[config.mk]
export PLATFORM = sky130hd
export DESIGN_NAME = fp_subtractor_seq
export DESIGN_NICKNAME = d
export VERILOG_FILES = /design/src/rtl/fp_pkg.sv /design/src/rtl/fp_unpack.sv /design/src/rtl/fp_subtractor_seq.sv
export SDC_FILE = /design/constraint.sdc
export NUM_CORES = 1
export LEC_CHECK = 0
export ABC_AREA = 1
export BUFFER_PORTS_ARGS = -buffer_cell sky130_fd_sc_hd__buf_2
export CORE_ASPECT_RATIO = 1.2
export CORE_MARGIN = 1
export CORE_UTILIZATION = 35
export DETAILED_ROUTE_END_ITERATION = 8
export PLACE_DENSITY = 0.53
export SLEW_MARGIN = 20
export SYNTH_ARGS = -nofsm -noshare
export SYNTH_HDL_FRONTEND = slang
export SYNTH_SLANG_ARGS = --single-unit
[constraint.sdc]
create_clock -name clk -period 8.82 [get_ports clk]
set_input_delay 1.323 -clock clk [delete_from_list [all_inputs] [get_ports clk]]
set_output_delay 1.323 -clock clk [all_outputs]
set_load 0.02 [all_outputs]
[src/rtl/fp_pkg.sv]
// Shared single-precision definitions for the sequential FP add/subtract units:
// field widths, special encodings, FSM state encoding and flag bit positions.
package fp_pkg;
  localparam int EXP_W  = 8;
  localparam int FRAC_W = 23;
  localparam int MANT_W = FRAC_W + 1;
  localparam int EXT_W  = MANT_W + 3;
  localparam int EW     = 10;

  localparam logic [31:0] QNAN    = 32'h7FC0_0000;
  localparam logic [31:0] POS_INF = 32'h7F80_0000;
  localparam logic [31:0] NEG_INF = 32'hFF80_0000;

  localparam int FLAG_INVALID   = 3;
  localparam int FLAG_OVERFLOW  = 2;
  localparam int FLAG_UNDERFLOW = 1;
  localparam int FLAG_INEXACT   = 0;

  typedef enum logic [2:0] {
    IDLE   = 3'd0,
    UNPACK = 3'd1,
    ALIGN  = 3'd2,
    ADDSUB = 3'd3,
    NORM   = 3'd4,
    ROUND  = 3'd5,
    DONE   = 3'd6
  } state_t;
endpackage

[src/rtl/fp_unpack.sv]
// Combinational split of an FP32 word into sign/exponent/mantissa with class detection.
// Denormals are treated as signed zero when FTZ is set.
module fp_unpack
  import fp_pkg::*;
#(
  parameter bit FTZ = 1
) (
  input  logic [31:0]       f,
  output logic              sign,
  output logic [EXP_W-1:0]  exp,
  output logic [MANT_W-1:0] man,
  output logic              is_zero,
  output logic              is_inf,
  output logic              is_nan
);
  logic [FRAC_W-1:0] frac;
  logic              exp_zero;
  logic              exp_max;

  assign sign     = f[31];
  assign exp      = f[30:23];
  assign frac     = f[22:0];
  assign exp_zero = (exp == '0);
  assign exp_max  = (exp == '1);

  assign man     = {~exp_zero, (FTZ && exp_zero) ? '0 : frac};
  assign is_zero = exp_zero;
  assign is_inf  = exp_max && (frac == '0);
  assign is_nan  = exp_max && (frac != '0);
endmodule

[src/rtl/fp_subtractor_seq.sv]
// Multi-cycle FP32 subtractor (a - b): b's sign is flipped on capture, then an
// iterative align / add / normalise / RNE round datapath produces the result.
module fp_subtractor_seq
  import fp_pkg::*;
#(
  parameter int MAX_ALIGN = 26,
  parameter bit FTZ       = 1
) (
  input  logic        clk,
  input  logic        rst_n,
  input  logic        in_valid,
  output logic        in_ready,
  input  logic [31:0] a,
  input  logic [31:0] b,
  output logic        out_valid,
  input  logic        out_ready,
  output logic [31:0] result,
  output logic [3:0]  flags
);
  state_t state;
  logic [31:0] a_reg, b_reg;
  logic sx, sy;
  logic signed [EW-1:0] ex;
  logic [EW-1:0] diff;
  logic [EXT_W-1:0] mx, my;
  logic [EXT_W:0] m;
  logic signed [EW-1:0] e;

  logic ua_s, ua_z, ua_i, ua_n, ub_s, ub_z, ub_i, ub_n;
  logic [EXP_W-1:0] ua_e, ub_e;
  logic [MANT_W-1:0] ua_m, ub_m;

  fp_unpack #(.FTZ(FTZ)) u_unpack_a (
    .f(a_reg), .sign(ua_s), .exp(ua_e), .man(ua_m),
    .is_zero(ua_z), .is_inf(ua_i), .is_nan(ua_n)
  );
  fp_unpack #(.FTZ(FTZ)) u_unpack_b (
    .f(b_reg), .sign(ub_s), .exp(ub_e), .man(ub_m),
    .is_zero(ub_z), .is_inf(ub_i), .is_nan(ub_n)
  );

  // Magnitude order decides which operand stays unshifted (X).
  logic [30:0] mag_a, mag_b;
  logic swap;
  logic [EW-1:0] diff_c;
  assign mag_a  = ua_z ? '0 : {ua_e, ua_m[FRAC_W-1:0]};
  assign mag_b  = ub_z ? '0 : {ub_e, ub_m[FRAC_W-1:0]};
  assign swap   = (mag_b > mag_a);
  assign diff_c = swap ? ({2'b00, ub_e} - {2'b00, ua_e}) : ({2'b00, ua_e} - {2'b00, ub_e});

  logic [EXT_W:0] sum_c;
  assign sum_c = (sx == sy) ? ({1'b0, mx} + {1'b0, my}) : ({1'b0, mx} - {1'b0, my});

  logic g_bit, r_bit, s_bit, inc;
  logic [MANT_W:0] rm;
  logic signed [EW-1:0] e_r;
  assign g_bit = m[2];
  assign r_bit = m[1];
  assign s_bit = m[0];
  assign inc   = g_bit & (r_bit | s_bit | m[3]);
  assign rm    = {1'b0, m[EXT_W-1:3]} + {{MANT_W{1'b0}}, inc};
  assign e_r   = rm[MANT_W] ? e + 10'sd1 : e;

  always_ff @(posedge clk) begin
    if (!rst_n) begin
      state     <= IDLE;
      in_ready  <= 1'b1;
      out_valid <= 1'b0;
      result    <= '0;
      flags     <= '0;
      a_reg     <= '0;
      b_reg     <= '0;
      sx        <= 1'b0;
      sy        <= 1'b0;
      ex        <= '0;
      diff      <= '0;
      mx        <= '0;
      my        <= '0;
      m         <= '0;
      e         <= '0;
    end else begin
      case (state)
        IDLE: if (in_valid) begin
          a_reg    <= a;
          b_reg    <= {~b[31], b[30:0]};
          in_ready <= 1'b0;
          state    <= UNPACK;
        end
        UNPACK: begin
          if (ua_n || ub_n || (ua_i && ub_i && (ua_s != ub_s))) begin
            result    <= QNAN;
            flags     <= 4'b1 << FLAG_INVALID;
            out_valid <= 1'b1;
            state     <= DONE;
          end else if (ua_i || ub_i) begin
            result    <= (ua_i ? ua_s : ub_s) ? NEG_INF : POS_INF;
            flags     <= '0;
            out_valid <= 1'b1;
            state     <= DONE;
          end else begin
            sx    <= swap ? ub_s : ua_s;
            sy    <= swap ? ua_s : ub_s;
            ex    <= $signed({2'b00, swap ? ub_e : ua_e});
            mx    <= {swap ? ub_m : ua_m, 3'b000};
            my    <= {swap ? ua_m : ub_m, 3'b000};
            diff  <= diff_c;
            state <= (diff_c == '0) ? ADDSUB : ALIGN;
          end
        end
        ALIGN: begin
          if (diff > EW'(MAX_ALIGN)) begin
            my    <= {{(EXT_W-1){1'b0}}, |my};
            state <= ADDSUB;
          end else begin
            my    <= {1'b0, my[EXT_W-1:2], my[1] | my[0]};
            diff  <= diff - 10'd1;
            if (diff == 10'd1) state <= ADDSUB;
          end
        end
        ADDSUB: begin
          if (sum_c == '0) begin
            // Only like-signed zeros keep their sign; true cancellation gives +0.
            result    <= {(sx == sy) ? sx : 1'b0, 31'b0};
            flags     <= '0;
            out_valid <= 1'b1;
            state     <= DONE;
          end else begin
            m     <= sum_c;
            e     <= ex;
            state <= NORM;
          end
        end
        NORM: begin
          if (m[EXT_W]) begin
            m <= {1'b0, m[EXT_W:2], m[1] | m[0]};
            e <= e + 10'sd1;
          end else if (m[EXT_W-1]) begin
            state <= ROUND;
          end else if (e <= 10'sd1) begin
            result    <= {sx, 31'b0};
            flags     <= (4'b1 << FLAG_UNDERFLOW) | (4'b1 << FLAG_INEXACT);
            out_valid <= 1'b1;
            state     <= DONE;
          end else begin
            m <= {m[EXT_W-1:0], 1'b0};
            e <= e - 10'sd1;
          end
        end
        ROUND: begin
          if (e_r >= 10'sd255) begin
            result <= sx ? NEG_INF : POS_INF;
            flags  <= (4'b1 << FLAG_OVERFLOW) | (4'b1 << FLAG_INEXACT);
          end else begin
            result <= {sx, e_r[EXP_W-1:0], rm[MANT_W] ? 23'b0 : rm[FRAC_W-1:0]};
            flags  <= {3'b000, g_bit | r_bit | s_bit};
          end
          out_valid <= 1'b1;
          state     <= DONE;
        end
        DONE: if (out_ready) begin
          out_valid <= 1'b0;
          in_ready  <= 1'b1;
          state     <= IDLE;
        end
        default: begin
          state     <= IDLE;
          in_ready  <= 1'b1;
          out_valid <= 1'b0;
        end
      endcase
    end
  end
endmodule

==> PnR_summary.wiki <==
{| class="wikitable"
! Metric !! Value
|-
| Run status || completed
|-
| Switching power || between 4 and 5 mW
|-
| Count of nets left with antenna violations after detail routing || 0
|-
| Power density normalized to cell area || 430.3 mW/mm^2
|-
| Yosys cell types || 52
|-
| Number of nets in the synthesized netlist || around 3,000
|-
| Critical path endpoint category || flip-flop
|-
| Complex-gate fraction of the synthesized area || a little under a fifth
|-
| Proportion of layout cells with a drive suffix above 1 || 7.962%
|-
| Synthesis-to-layout area growth || 10.29%
|-
| Overall via count from detail_route || roughly 18,000
|-
| Total Die Area || between 0.04 and 0.05 mm^2
|-
| Detailed router's first-iteration violation count || roughly 1,200
|-
| Slew at the pin with the worst max-slew slack || between 1 and 1.5 ns
|-
| Total iterations of the first detailed-routing run || 6
|-
| Gate count of the mapped netlist || 2,810
|-
| Port Buf Inserts || around 110
|-
| Io pins || ~110
|-
| Share of synthesized area spent on multiplexers || 0%
|-
| Count of state elements after synthesis || about 210
|-
| WL final || between 50,000 and 60,000 um
|-
| Slew Limit Fails || 0
|-
| Overflow left after global routing || 0
|-
| Number of antenna violations at the first check in global routing || 0
|-
| Wire length of the first global-routing pass || ~89,000 um
|-
| GR Util met2 || about two fifths
|-
| Longest Clk Path Bufs || 3
|-
| Peak-usage layer in the global routing report || met2
|-
| Hold path start || flags[1]
|-
| RSZ-0062 raised after global routing || no
|-
| Area post-placement || 0.01785 mm^2
|-
| Fill cell total of the finished layout || about 5,300
|-
| Clock buffer count from CTS || 25
|-
| Max-cap check violation count || 0
|-
| Root buf cell || clkbuf_16
|-
| Cells taking the most area after synthesis || dfxtp_1 (25%), nand2_1 (16%), inv_1 (9.6%)
|-
| Relative contribution of the clock network to total power || between 10% and 20%
|-
| TritonCTS sink count || around 210
|-
| Critical path arrival || roughly 5.1 ns
|-
| Reg-to-reg critical path endpoint || diff[3]
|-
| Commonest non-fill, non-tap cells in the layout || nand2_1 (705), inv_1 (433), nor2_1 (290)
|-
| Vias in the first global route || between 15,000 and 20,000
|-
| Reg2Reg Launch Point || b_reg[29]
|-
| Fraction of synthesized cell area taken by the top area cell type || between 20% and 30%
|-
| Residual DRC || 0
|-
| Worst clock skew || ~0.023 ns
|-
| Switching Fraction || between 50% and 60%
|-
| Reported leakage power || ~9 nW
|-
| Synth async-reset ratio || 0%
|-
| TritonCTS clock tree || done
|-
| Part of the total power dissipated in sequential elements || between 10% and 20%
|-
| Hold Crit Class || flip-flop to flip-flop
|-
| Timing-limited maximum frequency || between 0.2 and 0.25 GHz
|-
| Max IR drop VDD || around 230 uV
|-
| Cell area after layout || between 0.015 and 0.02 mm^2
|-
| Post-synth design cell area || 0.01705 mm^2
|-
| Clock H-tree levels || 1
|-
| Max-Slew Margin vs Limit || between 20% and 30%
|-
| Logic pwr share || 66.3%
|-
| Cts-stage hold buffer count || 0
|-
| Count of cells along the worst hold path || 2
|-
| Count of buffers added by post-CTS timing repair for setup || 0
|-
| Number of endpoints with negative hold slack in the final report || 0
|-
| Met3 track demand over resource in global routing || between 1.5 and 2%
|-
| Final critical-path share of the clock period || between 50% and 60%
|-
| Avg Cell Area, Syn || 6.068 um^2
|-
| Final hold slack || 0.4444 ns
|-
| Number of antenna diodes || 0
|-
| Weighted congestion reported at the end of routability-driven placement || 0.9889
|-
| Nets || a little under 3,000
|-
| Adder-Cell Fraction of Synth Area || under 10%
|-
| Number of endpoints failing setup at the final stage || 0
|-
| DP Wirelength || about 43,000 um
|-
| Basic-gate share of the synthesized area counting and, or, nand and nor cells || between 30% and 40%
|-
| Sequential share of the synthesized area || about 25%
|-
| Width of the chip || slightly above 200 um
|-
| Post-layout min period || about 4.6 ns
|-
| Clock transition at path regs || around 0.060 ns
|-
| Starting density of the core || 35.44%
|-
| Routed wire per std cell || ~16 um
|-
| Startpoint class of the critical path || flip-flop
|-
| Post-DR vias/cell || around 5.1
|-
| Xor/xnor share of the synthesized area || roughly 2.4%
|-
| Largest area contributor in the synthesized netlist || dfxtp_1
|-
| Height of the die || approximately 240 um
|-
| Overall global routing resource usage || between 20 and 25%
|-
| Reg2reg setup slack || about 4.2 ns
|-
| Post-Route Setup TNS || 0 ns
|-
| Clock latency at the later pin of the worst-skew pair || 0.54 ns
|-
| Core footprint || approximately 0.048 mm^2
|-
| Maximum number of pins on one net before global-route repair || ~130
|-
| Worst R2R Path Depth || 20
|-
| Met1 routing resource usage after global routing || 29.29%
|-
| Number of enable-type register cells in the synthesized netlist || 0
|-
| # resized after CTS || 0
|-
| Maximum fanout count along the critical path || just over 80
|-
| Class of the most critical setup path || flip-flop to flip-flop
|-
| Most common library cell in the layout ignoring fill and taps || nand2_1
|-
| Commonest register cell after synthesis || dfxtp_1
|-
| Total of warnings raised by yosys || 0
|-
| Destination of the worst hold path || flags[1]
|-
| Largest family of logic cells by synthesized area || simple AND/OR/NAND/NOR gates
|-
| Int Power || around 3.7 mW
|-
| Number of rows in the core area || 88
|-
| Worst endpoint required time || slightly above 9 ns
|-
| Overall power || between 8 and 9 mW
|}
[cells in the mapped netlist, types with 34 or more instances]
master / instances
ha_1: 105
nand2_1: 707
a21oi_1: 210
buf_2: 34
nand3_1: 147
nor2_1: 292
xor2_1: 39
nor3_1: 35
o21ai_0: 159
a31oi_1: 37
clkbuf_1: 100
nand4_1: 62
dfxtp_1: 214
inv_1: 434
[power by group through the flow]
stage	logic (mW)	registers (mW)	clock network (mW)
after floorplan	3.83	1.58	0
after global placement	5.30	1.59	0
after detailed placement	5.31	1.60	0
after CTS	5.34	1.58	1.18
after global routing	6.05	1.62	1.22
final	5.36	1.58	1.15
[logic make-up (layout without fill, tap and decap cells)]
group,after synthesis,in the layout
xor gates and xnor gates,46,46
AOI/OAI and AO/OA,537,537
adders and majority gates,108,108
buffers and inverters,600,616
and+or+nand+nor,1305,1305
DFF,214,214
[worst max-delay path by stage]
stage / slack (ns) / from / cells past startpoint / endpoint
after floorplan: 5.38 / b_reg[24] / 19 / mx[13]
after global placement: 4.30 / b_reg[30] / 20 / diff[3]
after detailed placement: 4.24 / b_reg[29] / 20 / diff[3]
after CTS: 4.22 / b_reg[29] / 20 / diff[3]
after global routing: 3.59 / b_reg[24] / 21 / state[0]
final: 4.18 / b_reg[29] / 20 / diff[3]
[worst max-delay path, stage by stage (launching register included)]
cell and delay [ns]:
dfxtp_1 0.35, inv_1 0.15, nand4_1 0.17, nor2_2 0.16, buf_4 0.35, nor2_1 0.13
ha_1 0.34, nand2_1 0.06, nor2_1 0.15, nand4_1 0.21, nor2_1 0.16, nand3_1 0.20
nand2_2 0.14, buf_4 0.61, inv_1 0.67, nand2_1 0.19, nand2_1 0.09, o21ai_0 0.15
nand2_1 0.07, o211ai_1 0.09, inv_1 0.06
[per-stage QoR]
stage	setup slack (ns)	std cells	utilization (%)
after detailed placement	4.244	3411	37.10
after floorplan	5.384	2810	-
after global placement	4.296	3411	37.10
after global routing	3.586	3456	39.08
after CTS	4.224	3455	39.01
final	4.181	3456	39.08
[per-layer routing]
metal  share of wire [%]  vias up  routed length (um)
met2                  48      427               26770
met1                  46     8116               25580
met4                 2.5        0                1418
met5                   0        -                   0
met3                 3.8       64                2127
li1                    -     9088                   -
[area by class of cell]
| class | instances | area [um^2] | share of cell area [%] |
|---|---|---|---|
| inverters | 451 | 1693 | 9.003 |
| clock inverters | 7 | 137.6 | 0.7319 |
| multi-input cells | 1996 | 10450 | 55.59 |
| well taps | 630 | 788.3 | 4.192 |
| clock buffers | 37 | 780.7 | 4.152 |
| flip-flops and latches | 214 | 4284 | 22.78 |
| repair buffers | 121 | 668.1 | 3.553 |
No activity file was read; power rests on OpenSTA's default activity.
